[src/rtl/hwpe_stream_sink_realign_ctrl.sv]
// Sink realigner sequencer: walks strided lines and emits first/last/flush.
// Optional stall counter enabled by HWPE_SINK_REALIGN_CTRL_PERF_EN.
package hwpe_stream_sink_realign_ctrl_pkg;

  localparam int unsigned CTRL_LEN_W = 16;

  typedef struct packed {
    logic                  enable;
    logic                  strb_valid;
    logic                  realign;
    logic                  first;
    logic                  last;
    logic                  last_packet;
    logic [CTRL_LEN_W-1:0] line_length;
  } ctrl_realign_t;

endpackage

module hwpe_stream_sink_realign_ctrl
  import hwpe_stream_sink_realign_ctrl_pkg::*;
#(
  parameter int unsigned DATA_WIDTH = 32,
  parameter int unsigned CNT_WIDTH  = 16,
  localparam int unsigned BW = DATA_WIDTH / 8,
  localparam int unsigned OW = $clog2(BW)
) (
  input  logic                 clk_i,
  input  logic                 rst_ni,
  input  logic                 clear_i,
  input  logic                 start_i,
  input  logic [OW-1:0]        offset_i,
  input  logic [CNT_WIDTH-1:0] line_length_i,
  input  logic [CNT_WIDTH-1:0] num_lines_i,
  input  logic                 push_valid_i,
  input  logic                 push_ready_i,
  input  logic                 pop_ready_i,
  output ctrl_realign_t        ctrl_o,
  output logic [BW-1:0]        strb_o,
`ifdef HWPE_SINK_REALIGN_CTRL_PERF_EN
  output logic [31:0]          stall_cnt_o,
`endif
  output logic                 busy_o,
  output logic                 done_o
);

  typedef enum logic [2:0] {
    IDLE, FIRST, MID, FLUSH, DONE
  } state_e;

  state_e               state_q, state_d;
  logic [OW-1:0]        off_q, off_d;
  logic [CNT_WIDTH-1:0] len_q, len_d;
  logic [CNT_WIDTH-1:0] nl_q, nl_d;
  logic [CNT_WIDTH-1:0] word_cnt_q, word_cnt_d;
  logic [CNT_WIDTH-1:0] line_cnt_q, line_cnt_d;

  logic mis;
  logic hs;
  logic eol;
  logic in_data;

  assign mis = (off_q != '0);
  assign hs  = push_valid_i & push_ready_i;

  always_comb begin
    state_d    = state_q;
    off_d      = off_q;
    len_d      = len_q;
    nl_d       = nl_q;
    word_cnt_d = word_cnt_q;
    line_cnt_d = line_cnt_q;
    eol        = 1'b0;
    unique case (state_q)
      IDLE: begin
        if (start_i) begin
          if (line_length_i == '0 || num_lines_i == '0) begin
            state_d = DONE;
          end else begin
            off_d      = offset_i;
            len_d      = line_length_i;
            nl_d       = num_lines_i;
            word_cnt_d = '0;
            line_cnt_d = '0;
            state_d    = FIRST;
          end
        end
      end
      FIRST: begin
        if (hs) begin
          if (len_q == CNT_WIDTH'(1)) begin
            if (mis) state_d = FLUSH;
            else     eol     = 1'b1;
          end else begin
            word_cnt_d = CNT_WIDTH'(1);
            state_d    = MID;
          end
        end
      end
      MID: begin
        if (hs) begin
          if (word_cnt_q == len_q - 1'b1) begin
            if (mis) state_d = FLUSH;
            else     eol     = 1'b1;
          end else begin
            word_cnt_d = word_cnt_q + 1'b1;
          end
        end
      end
      FLUSH: begin
        if (pop_ready_i) eol = 1'b1;
      end
      DONE: begin
        state_d = IDLE;
      end
      default: begin
        state_d = IDLE;
      end
    endcase
    // end-of-line: either finish the transfer or rewind to the next line
    if (eol) begin
      if (line_cnt_q == nl_q - 1'b1) begin
        state_d = DONE;
      end else begin
        line_cnt_d = line_cnt_q + 1'b1;
        word_cnt_d = '0;
        state_d    = FIRST;
      end
    end
    if (clear_i) begin
      state_d    = IDLE;
      off_d      = '0;
      len_d      = '0;
      nl_d       = '0;
      word_cnt_d = '0;
      line_cnt_d = '0;
    end
  end

  always_ff @(posedge clk_i or negedge rst_ni) begin
    if (!rst_ni) begin
      state_q    <= IDLE;
      off_q      <= '0;
      len_q      <= '0;
      nl_q       <= '0;
      word_cnt_q <= '0;
      line_cnt_q <= '0;
    end else begin
      state_q    <= state_d;
      off_q      <= off_d;
      len_q      <= len_d;
      nl_q       <= nl_d;
      word_cnt_q <= word_cnt_d;
      line_cnt_q <= line_cnt_d;
    end
  end

`ifdef HWPE_SINK_REALIGN_CTRL_PERF_EN
  logic [31:0] stall_q, stall_d;
  logic        stall_ev;

  assign stall_ev =
    ((state_q == FIRST || state_q == MID) & push_valid_i & ~push_ready_i) |
    ((state_q == FLUSH) & ~pop_ready_i);

  always_comb begin
    stall_d = stall_q;
    if (stall_ev && stall_q != 32'hFFFF_FFFF) stall_d = stall_q + 1'b1;
    if (state_q == IDLE && start_i) stall_d = '0;
    if (clear_i) stall_d = '0;
  end

  always_ff @(posedge clk_i or negedge rst_ni) begin
    if (!rst_ni) stall_q <= '0;
    else         stall_q <= stall_d;
  end

  assign stall_cnt_o = stall_q;
`endif

  assign in_data = (state_q == FIRST) | (state_q == MID) | (state_q == FLUSH);
  assign busy_o  = (state_q != IDLE);
  assign done_o  = (state_q == DONE);
  assign strb_o  = in_data ? ({BW{1'b1}} << off_q) : '0;

  always_comb begin
    ctrl_o             = '0;
    ctrl_o.enable      = busy_o;
    ctrl_o.strb_valid  = in_data;
    ctrl_o.realign     = busy_o & mis;
    ctrl_o.first       = (state_q == FIRST);
    ctrl_o.last        = (state_q == FLUSH);
    ctrl_o.last_packet = (state_q == DONE);
    ctrl_o.line_length = CTRL_LEN_W'(len_q);
  end

endmodule

[config.mk]
export PLATFORM = sky130hd
export DESIGN_NAME = hwpe_stream_sink_realign_ctrl
export DESIGN_NICKNAME = d
export VERILOG_FILES = /design/src/rtl/hwpe_stream_sink_realign_ctrl.sv
export SDC_FILE = /design/constraint.sdc
export NUM_CORES = 1
export LEC_CHECK = 0
export CAP_MARGIN = 20
export CORE_ASPECT_RATIO = 0.9
export CORE_MARGIN = 10
export CORE_UTILIZATION = 45
export CTS_CLUSTER_DIAMETER = 150
export DETAILED_ROUTE_END_ITERATION = 6
export PLACE_DENSITY = 0.7
export SYNTH_ARGS = -nofsm -noshare
export SYNTH_HDL_FRONTEND = slang
export SYNTH_SLANG_ARGS = --single-unit
[constraint.sdc]
create_clock -name clk_i -period 3.13 [get_ports clk_i]
set_clock_uncertainty 0.15 [all_clocks]
set_input_delay 0.4695 -clock clk_i [delete_from_list [all_inputs] [get_ports clk_i]]
set_output_delay 0.4695 -clock clk_i [all_outputs]
set_load 0.005 [all_outputs]
==> reports/results.txt, run 1 <==
Highest Clock Rate -> 315.2 MHz
Number of fillers in the final layout -> 877
Final hold slack -> 0.03861 ns
Violated checks -> negative setup slack
Clock sinks -> 69
Global-route wire length before repair -> 23920 µm
Setup ws final -> -0.04299 ns
Outcome -> finished with violations
Die ar. -> 15380 µm²
Cell area after placement -> 5904 µm²
Worst-case clock buffer depth -> 2
Post-synthesis area per instance -> 8.045 µm²
1st-pass router iterations -> 5
Logic gate share of total power -> 0.508
Deepest level of the CTS H-tree -> 3
Post-Syn Nets -> 651
Total power -> 0.004357 W
Horizontal die dimension -> 129.6 µm
Iteration-0 DRC count of the detailed router -> 598
Largest vdd supply drop -> 0.4095 mV
Number of buffers created by CTS -> 9
Switching power total -> 0.001669 W
Ratio of cells with drive above 1 in the final layout -> 0.1845
Tightest Hold Check Type -> primary input to async pin
Core area -> 10420 µm²
Wire length reported by the detailed router -> 14930 µm
FFs w/ async S/R, synth -> 1.000
Largest stage delay on the critical path -> 0.59 ns
Routed vias -> 5075
Buf+Inv Stages, Crit Path -> 3
Clock Power Share -> 0.237
Max-capacitance violation count -> 0
CP arrival -> 3.23 ns
Finished Core Util -> 0.6328
I/O pin count -> 69
Die boundary height -> 118.7 µm
Count of state elements after synthesis -> 69
Slack of the worst reg-to-reg path -> -0.04 ns
Critical path's slowest cell -> or4_4
Number of diodes added for antenna fixing -> 0
RePlAce Congestion -> 0.9152
Worst rel slew slack -> 0.5219
Number of global-route vias before repair -> 4828
HPWL Detailed -> 10890 µm
Clock latency reported for the late side of the worst-skew pair -> 0.33 ns
Starting utilization of the core area -> 0.4670
Sort of element at the end of the critical path -> flop
Proportion of power drawn by flip-flops and latches -> 0.254
Sequential share of the synthesized area -> 0.3548
Total of hold buffers inserted after clock tree synthesis -> 0
Via density per instance -> 6.049
Startpoint class of the critical path -> flop
CTS tree -> done
Min Tclk post-route -> 3.173 ns
WP data required -> 3.19 ns
Switching fraction of total power -> 0.3830
Overall global routing resource usage -> 0.1862
Netlist cell types -> 67
Site row count -> 35
Number of enable flip-flop cells after synthesis -> 0
Largest fanout on the critical path -> 8
# nets final -> 752
Transition time at the pin with the least slew margin -> 0.7171 ns
DR DRC count -> 0
Summed negative setup slack over all endpoints -> -0.2252 ns
Chain of cells forming the critical path -> or4_4, buf_4, nor4_4, a31oi_1, nor4_2, o211ai_1, buf_4, o41ai_4, buf_6, nor4b_1, a211o_1
Overflow left after global routing -> 0
Mean routed wirelength per cell -> 17.80 µm
Number of failing hold endpoints at the final stage -> 0
Synth Cell Area -> 4867 µm²
Final period util -> 1.014
Post-synth top flop -> dfrtp_1
Antenna violations before repair -> 0
Cell chosen for the clock root -> clkbuf_16
Count of pins over their slew limit -> 0
Library cell appearing most often on the critical path -> buf_4
Maximum number of pins on one net before global-route repair -> 39
Internal power -> 0.002688 W
Critical path class -> flop to flop
Finished layout cell area -> 6595 µm²
Cell count after synthesis -> 605
Clock slew at reported path FFs -> 0.06 ns
YS warnings -> 0
Synthesis-to-finish area growth -> 35.50%
Top delay family on crit path -> simple AND/OR/NAND/NOR gates
Count of endpoints failing setup in the final report -> 11
Power Density -> 660.6 nW/µm²
Remaining antenna violation count after routing -> 0
Leak -> 2.754 nW
Number of input and output port buffers inserted -> 68
RSZ-0062 raised after global routing -> true
## final timing paths
check | startpoint | endpoint | cells after the start
worst max register to register | nl_q[0]$_DFFE_PN0P_ | line_cnt_q[10]$_DFF_PN0_ | 11
worst max-delay path | nl_q[0]$_DFFE_PN0P_ | line_cnt_q[10]$_DFF_PN0_ | 11
max in group asynchronous | rst_ni | word_cnt_q[6]$_DFF_PN0_ | 2
worst min-delay path | rst_ni | nl_q[11]$_DFFE_PN0P_ | 1
min in group clk_i | nl_q[14]$_DFFE_PN0P_ | nl_q[14]$_DFFE_PN0P_ | 2
worst min register to register | nl_q[14]$_DFFE_PN0P_ | nl_q[14]$_DFFE_PN0P_ | 2
## layer usage
layer | global-route usage | vias to the layer above | part of all wire
met2 | 0.2723 | 228 | 0.44
met3 | 0.03798 | 22 | 0.085
met4 | 0.05688 | 0 | 0.015
met1 | 0.2670 | 2437 | 0.46
met5 | 0 | - | 0
li1 | - | 2388 | -
## placed cells by master, fill, tap and decap left out, types with 4 or more instances in the layout
cell type,count
nor4_4,4
clkdlybuf4s50_1,67
a21o_1,5
nand3_1,17
nand2b_1,8
and2_1,4
nand2_1,104
o21ai_0,16
nor4b_1,6
and3_1,12
a211o_1,4
nor3_1,13
inv_1,8
or3_1,5
a31oi_1,10
a21oi_1,56
clkbuf_16,10
dfrtp_1,69
nor2_1,47
mux2i_1,9
xor2_1,11
buf_6,11
nor4_1,14
nor2_4,4
xnor2_1,28
nand4b_1,4
buf_4,46
nor2b_1,10
nand4_1,9
## final cells by class
class	count	area, µm²	share of cell area
Sequential cell	69	1727	0.2618
Multi-Input combinational cell	487	3154	0.4783
Inverter	10	37.54	0.005692
Clock buffer	11	252.7	0.03832
Tap cell	129	161.4	0.02447
Clock inverter	4	47.55	0.007209
Timing Repair Buffer	129	1215	0.1842
## worst register-to-register path: stages, from the launching register on
cell and delay (ns):
dfrtp_1 0.41, or4_4 0.59, buf_4 0.18, nor4_4 0.22, a31oi_1 0.09, nor4_2 0.22, o211ai_1 0.18, buf_4 0.18
o41ai_4 0.32, buf_6 0.20, nor4b_1 0.06, a211o_1 0.27
## logic make-up after synthesis
| logic type | count (synthesis) | synth area share |
|---|---|---|
| AOI/OAI and AO/OA | 144 | 0.1943 |
| DFF | 69 | 0.3548 |
| xor gates and xnor gates | 39 | 0.07018 |
| buffers and inverters | 49 | 0.04422 |
| adders and majority gates | 5 | 0.01285 |
| muxes | 10 | 0.02082 |
| and+or+nand+nor | 289 | 0.3028 |
## Yosys cell counts (3+ instances only)
cell type  number  share of area
a31oi_1        12          0.015
and2_1          4         0.0051
inv_1          10         0.0077
nand4_1         9          0.012
nand4b_1        4         0.0072
buf_4           5         0.0077
dfrtp_1        69           0.35
nand2_1       105          0.081
buf_2           4         0.0041
nor2_1         51          0.039
or2_2           4         0.0051
or3_1           5         0.0064
o2111ai_1       3         0.0054
xnor2_1        28          0.050
nor3b_1         4         0.0062
a21o_1          5         0.0077
nor4_1         18          0.023
a22o_1          3         0.0054
xor2_1         11          0.020
buf_1           3         0.0023
o211ai_1        3         0.0046
o32a_1          3         0.0062
clkbuf_1       26          0.020
ha_1            5          0.013
mux2i_1         9          0.019
a211oi_1        3         0.0046
o21ai_0        19          0.020
nand2b_1        8          0.010
nor2b_1        10          0.013
nor3_1         14          0.014
nand3_1        17          0.017
o311ai_0        3         0.0054
a21oi_1        59          0.061
a211o_1         4         0.0072
a21bo_2         3         0.0062
nor4b_1         7          0.013
and3_1         12          0.015
o31ai_1         3         0.0046
a31o_2          3         0.0054
or4_1           6         0.0093
## registers in the layout (all words and copies together) (netlist names)
register    count
len_q          16
word_cnt_q     16
off_q           2
state_q         3
line_cnt_q     16
nl_q           16
## metrics by stage
| stage | std cells | setup slack, ns |
|---|---|---|
| final | 839 | -0.04299 |
| after global routing | 839 | -0.1285 |
| after CTS | 824 | -0.001926 |
| after detailed placement | 808 | -0.05356 |
| after global placement | 808 | 0.07423 |
| after floorplan | 605 | 0.0006064 |
## power by group through the flow
stage	sequential [W]	combinational, W	clock (W)
global route	0.00112	0.00242	0.00109
floorplan	0.00110	0.00127	0
CTS	0.00110	0.00200	0.00104
global placement	0.00111	0.00192	0
finish	0.00111	0.00222	0.00103
detailed placement	0.00111	0.00196	0
## what timing repair did
action,in CTS,in global routing
setup endpoints to repair,31,33
cloned,0,4
gates resized for setup,6,55
buffers inserted,1,12
pin swaps,1,19
Power figures use the tool's default switching activity.
==> inputs of run 2 (changes only) <==
--- a/config.mk
+++ b/config.mk
@@ -12,6 +12,7 @@
 export CTS_CLUSTER_DIAMETER = 150
 export DETAILED_ROUTE_END_ITERATION = 6
 export PLACE_DENSITY = 0.7
+export SLEW_MARGIN = 40
 export SYNTH_ARGS = -nofsm -noshare
 export SYNTH_HDL_FRONTEND = slang
 export SYNTH_SLANG_ARGS = --single-unit
==> results of run 2 <==
No change in the layout: final DEF, timing and power equal those of run 1.
==> inputs of run 3 (changes only) <==
--- a/config.mk
+++ b/config.mk
@@ -6,7 +6,7 @@
 export NUM_CORES = 1
 export LEC_CHECK = 0
 export CAP_MARGIN = 20
-export CORE_ASPECT_RATIO = 0.9
+export CORE_ASPECT_RATIO = 0.8
 export CORE_MARGIN = 10
 export CORE_UTILIZATION = 45
 export CTS_CLUSTER_DIAMETER = 150
==> run 3 against run 2 <==
  * The run still ends with negative setup slack left
  * Setup slack got worse by 0.18 ns
  * Flip-flop and latch count did not move
  * Via count rose by 1.4%
  * Die area rose by 0.13%
  * Sequential share of layout area fell by 0.29 points
  * Design area rose by 1.2%
  * Worst hold slack improved by 0.39 ns
  * Clock-buffer cell count fell by 1
  * Critical endpoint is now line_cnt_q[5]$_DFF_PN0_
  * Largest power group unchanged
==> reports/results.txt, run 3 (synthesized netlist as in run 1, its figures left out) <==
DR DRC count -> 0
Maximum number of pins on one net before global-route repair -> 40
Global-route wire length before repair -> 25530 µm
WP data required -> 3.21 ns
Number of input and output port buffers inserted -> 68
Cell chosen for the clock root -> clkbuf_16
Met1 Track Usage GR -> 0.2817
Met2 routing resource usage after global routing -> 0.3043
CTS tree -> done
Count of pins over their slew limit -> 0
Final period util -> 1.072
Total power -> 0.004484 W
Power Density -> 672.0 nW/µm²
Min Tclk post-route -> 3.354 ns
Routed vias -> 5144
Highest Clock Rate -> 298.1 MHz
Iteration-0 DRC count of the detailed router -> 571
Critical path class -> flop to flop
Commonest non-fill, non-tap cell in the layout -> nand2_1
Number of failing hold endpoints at the final stage -> 0
Worst-case clock buffer depth -> 2
Launching element of the worst setup path -> nl_q[0]$_DFFE_PN0P_
Summed negative setup slack over all endpoints -> -2.665 ns
1st-pass router iterations -> 5
Cell count of the worst reg-to-reg path -> 10
Deepest level of the CTS H-tree -> 3
Startpoint class of the critical path -> flop
Via density per instance -> 5.954
Number of diodes added for antenna fixing -> 0
Mean routed wirelength per cell -> 18.79 µm
Busiest grt layer -> met2
Starting utilization of the core area -> 0.4678
Die boundary height -> 113.0 µm
Largest vdd supply drop -> 0.2787 mV
Violated checks -> negative setup slack
CP arrival -> 3.44 ns
Endpoint of the lowest-slack register-to-register path -> line_cnt_q[5]$_DFF_PN0_
Number of fillers in the final layout -> 909
Ratio of cells with drive above 1 in the final layout -> 0.2017
Number of global-route vias before repair -> 4989
Tightest Hold Check Type -> flop to flop
Synthesis-to-finish area growth -> 37.10%
# nets final -> 765
Number of buffers created by CTS -> 9
Die ar. -> 15400 µm²
Worst rel slew slack -> 0.6313
Clock sinks -> 69
Reg area -> 1728 µm²
Count of endpoints failing setup in the final report -> 20
Area taken by multi-input logic gates -> 3142 µm²
Leak -> 2.798 nW
Max-capacitance violation count -> 0
Wire length reported by the detailed router -> 16230 µm
Sort of element at the end of the critical path -> flop
Antenna violations before repair -> 0
Horizontal die dimension -> 136.3 µm
RSZ-0062 raised after global routing -> true
Clock slew at reported path FFs -> 0.06 ns
Most frequent cells in the layout -> nand2_1, dfrtp_1, clkdlybuf4s50_1, buf_4, a21oi_1
Remaining antenna violation count after routing -> 0
Clock latency reported for the late side of the worst-skew pair -> 0.35 ns
Setup ws final -> -0.2242 ns
Overflow left after global routing -> 0
Overall global routing resource usage -> 0.2031
Site row count -> 33
HPWL Detailed -> 11690 µm
Met3 usage -> 0.04907
Core area -> 10410 µm²
RePlAce Congestion -> 0.9668
Transition time at the pin with the least slew margin -> 0.5510 ns
R2R Path Start -> nl_q[0]$_DFFE_PN0P_
Outcome -> finished with violations
Termination of the worst setup path -> line_cnt_q[5]$_DFF_PN0_
I/O pin count -> 69
Slack of the worst reg-to-reg path -> -0.22 ns
Largest fanout on the critical path -> 6
[run 3: cell count changes in the layout (fill, tap and decap cells not counted), sizes merged]
cell / delta
clkinvlp: +2
dlygate4sd3: +1
clkbuf: -2
buf: +13
[run 3: worst min-delay path by stage]
stage                            start                       to  slack [ns]  cells after the start
2_1_floorplan                   rst_ni     len_q[0]$_DFFE_PN0P_        0.02                      0
3_3_place_gp       nl_q[0]$_DFFE_PN0P_      nl_q[0]$_DFFE_PN0P_        0.39                      2
3_5_place_dp   line_cnt_q[2]$_DFF_PN0_  line_cnt_q[2]$_DFF_PN0_        0.41                      1
4_1_cts                         rst_ni  line_cnt_q[8]$_DFF_PN0_        0.08                      1
5_1_grt           nl_q[15]$_DFFE_PN0P_     nl_q[15]$_DFFE_PN0P_        0.45                      2
6_report          nl_q[11]$_DFFE_PN0P_     nl_q[11]$_DFFE_PN0P_        0.43                      2
[run 3: report_power, final]
group | total (W) | internal, W | switching, W
sequential | 0.00109 | 0.000982 | 0.000107
combinational | 0.00234 | 0.00109 | 0.00125
clock | 0.00106 | 0.000636 | 0.000423
total | 0.00448 | 0.00271 | 0.00178
[run 3: layout make-up]
cell class,count,share of cell area
clock inverter,6,0.009376
sequential,69,0.2590
tap,140,0.02625
timing repair buffer,142,0.1931
multi-input combinational,487,0.4708
clock buffer,10,0.03581
inverter,10,0.005625
[run 3: repair_timing]
| action | 4_1_cts | 5_1_grt |
|---|---|---|
| resized for setup | 5 | 53 |
| cloned | 0 | 3 |
| hold buffers | 0 | 1 |
| setup buffers | 0 | 20 |
| setup endpoints to repair | 8 | 35 |
| endpoints found under the hold margin | 0 | 30 |
| pin swaps | 4 | 19 |
[run 3: worst max-delay path: stages (launching register included)]
cell and delay (ns):
dfrtp_1 0.41, or4_4 0.55, buf_8 0.16, nor4_4 0.26, a31oi_2 0.07, nor4_2 0.34
o211ai_1 0.22, o41ai_4 0.49, nor2_2 0.12, and3_1 0.19, a211o_1 0.28
[run 3: layer usage]
| metal | wire length (µm) | vias to the layer above | part of all wire |
|---|---|---|---|
| met2 | 7146 | 221 | 0.44 |
| li1 | - | 2406 | - |
| met1 | 7533 | 2485 | 0.46 |
| met5 | 0 | - | 0 |
| met4 | 293 | 0 | 0.018 |
| met3 | 1260 | 32 | 0.078 |
[run 3: metrics by stage]
stage          worst slack (ns)  area (µm²)    util  std cells  hold WS, ns
6_report                -0.2242        6673  0.6413        864       0.4267
5_1_grt                 -0.3340        6673  0.6413        864       0.4501
4_1_cts                -0.01907        6279  0.6034        841      0.08334
3_5_place_dp           -0.02301        5951  0.5719        825       0.4066
3_3_place_gp            0.07241        5951  0.5719        825       0.3943
2_1_floorplan         0.0006064        4890       -        605      0.02391
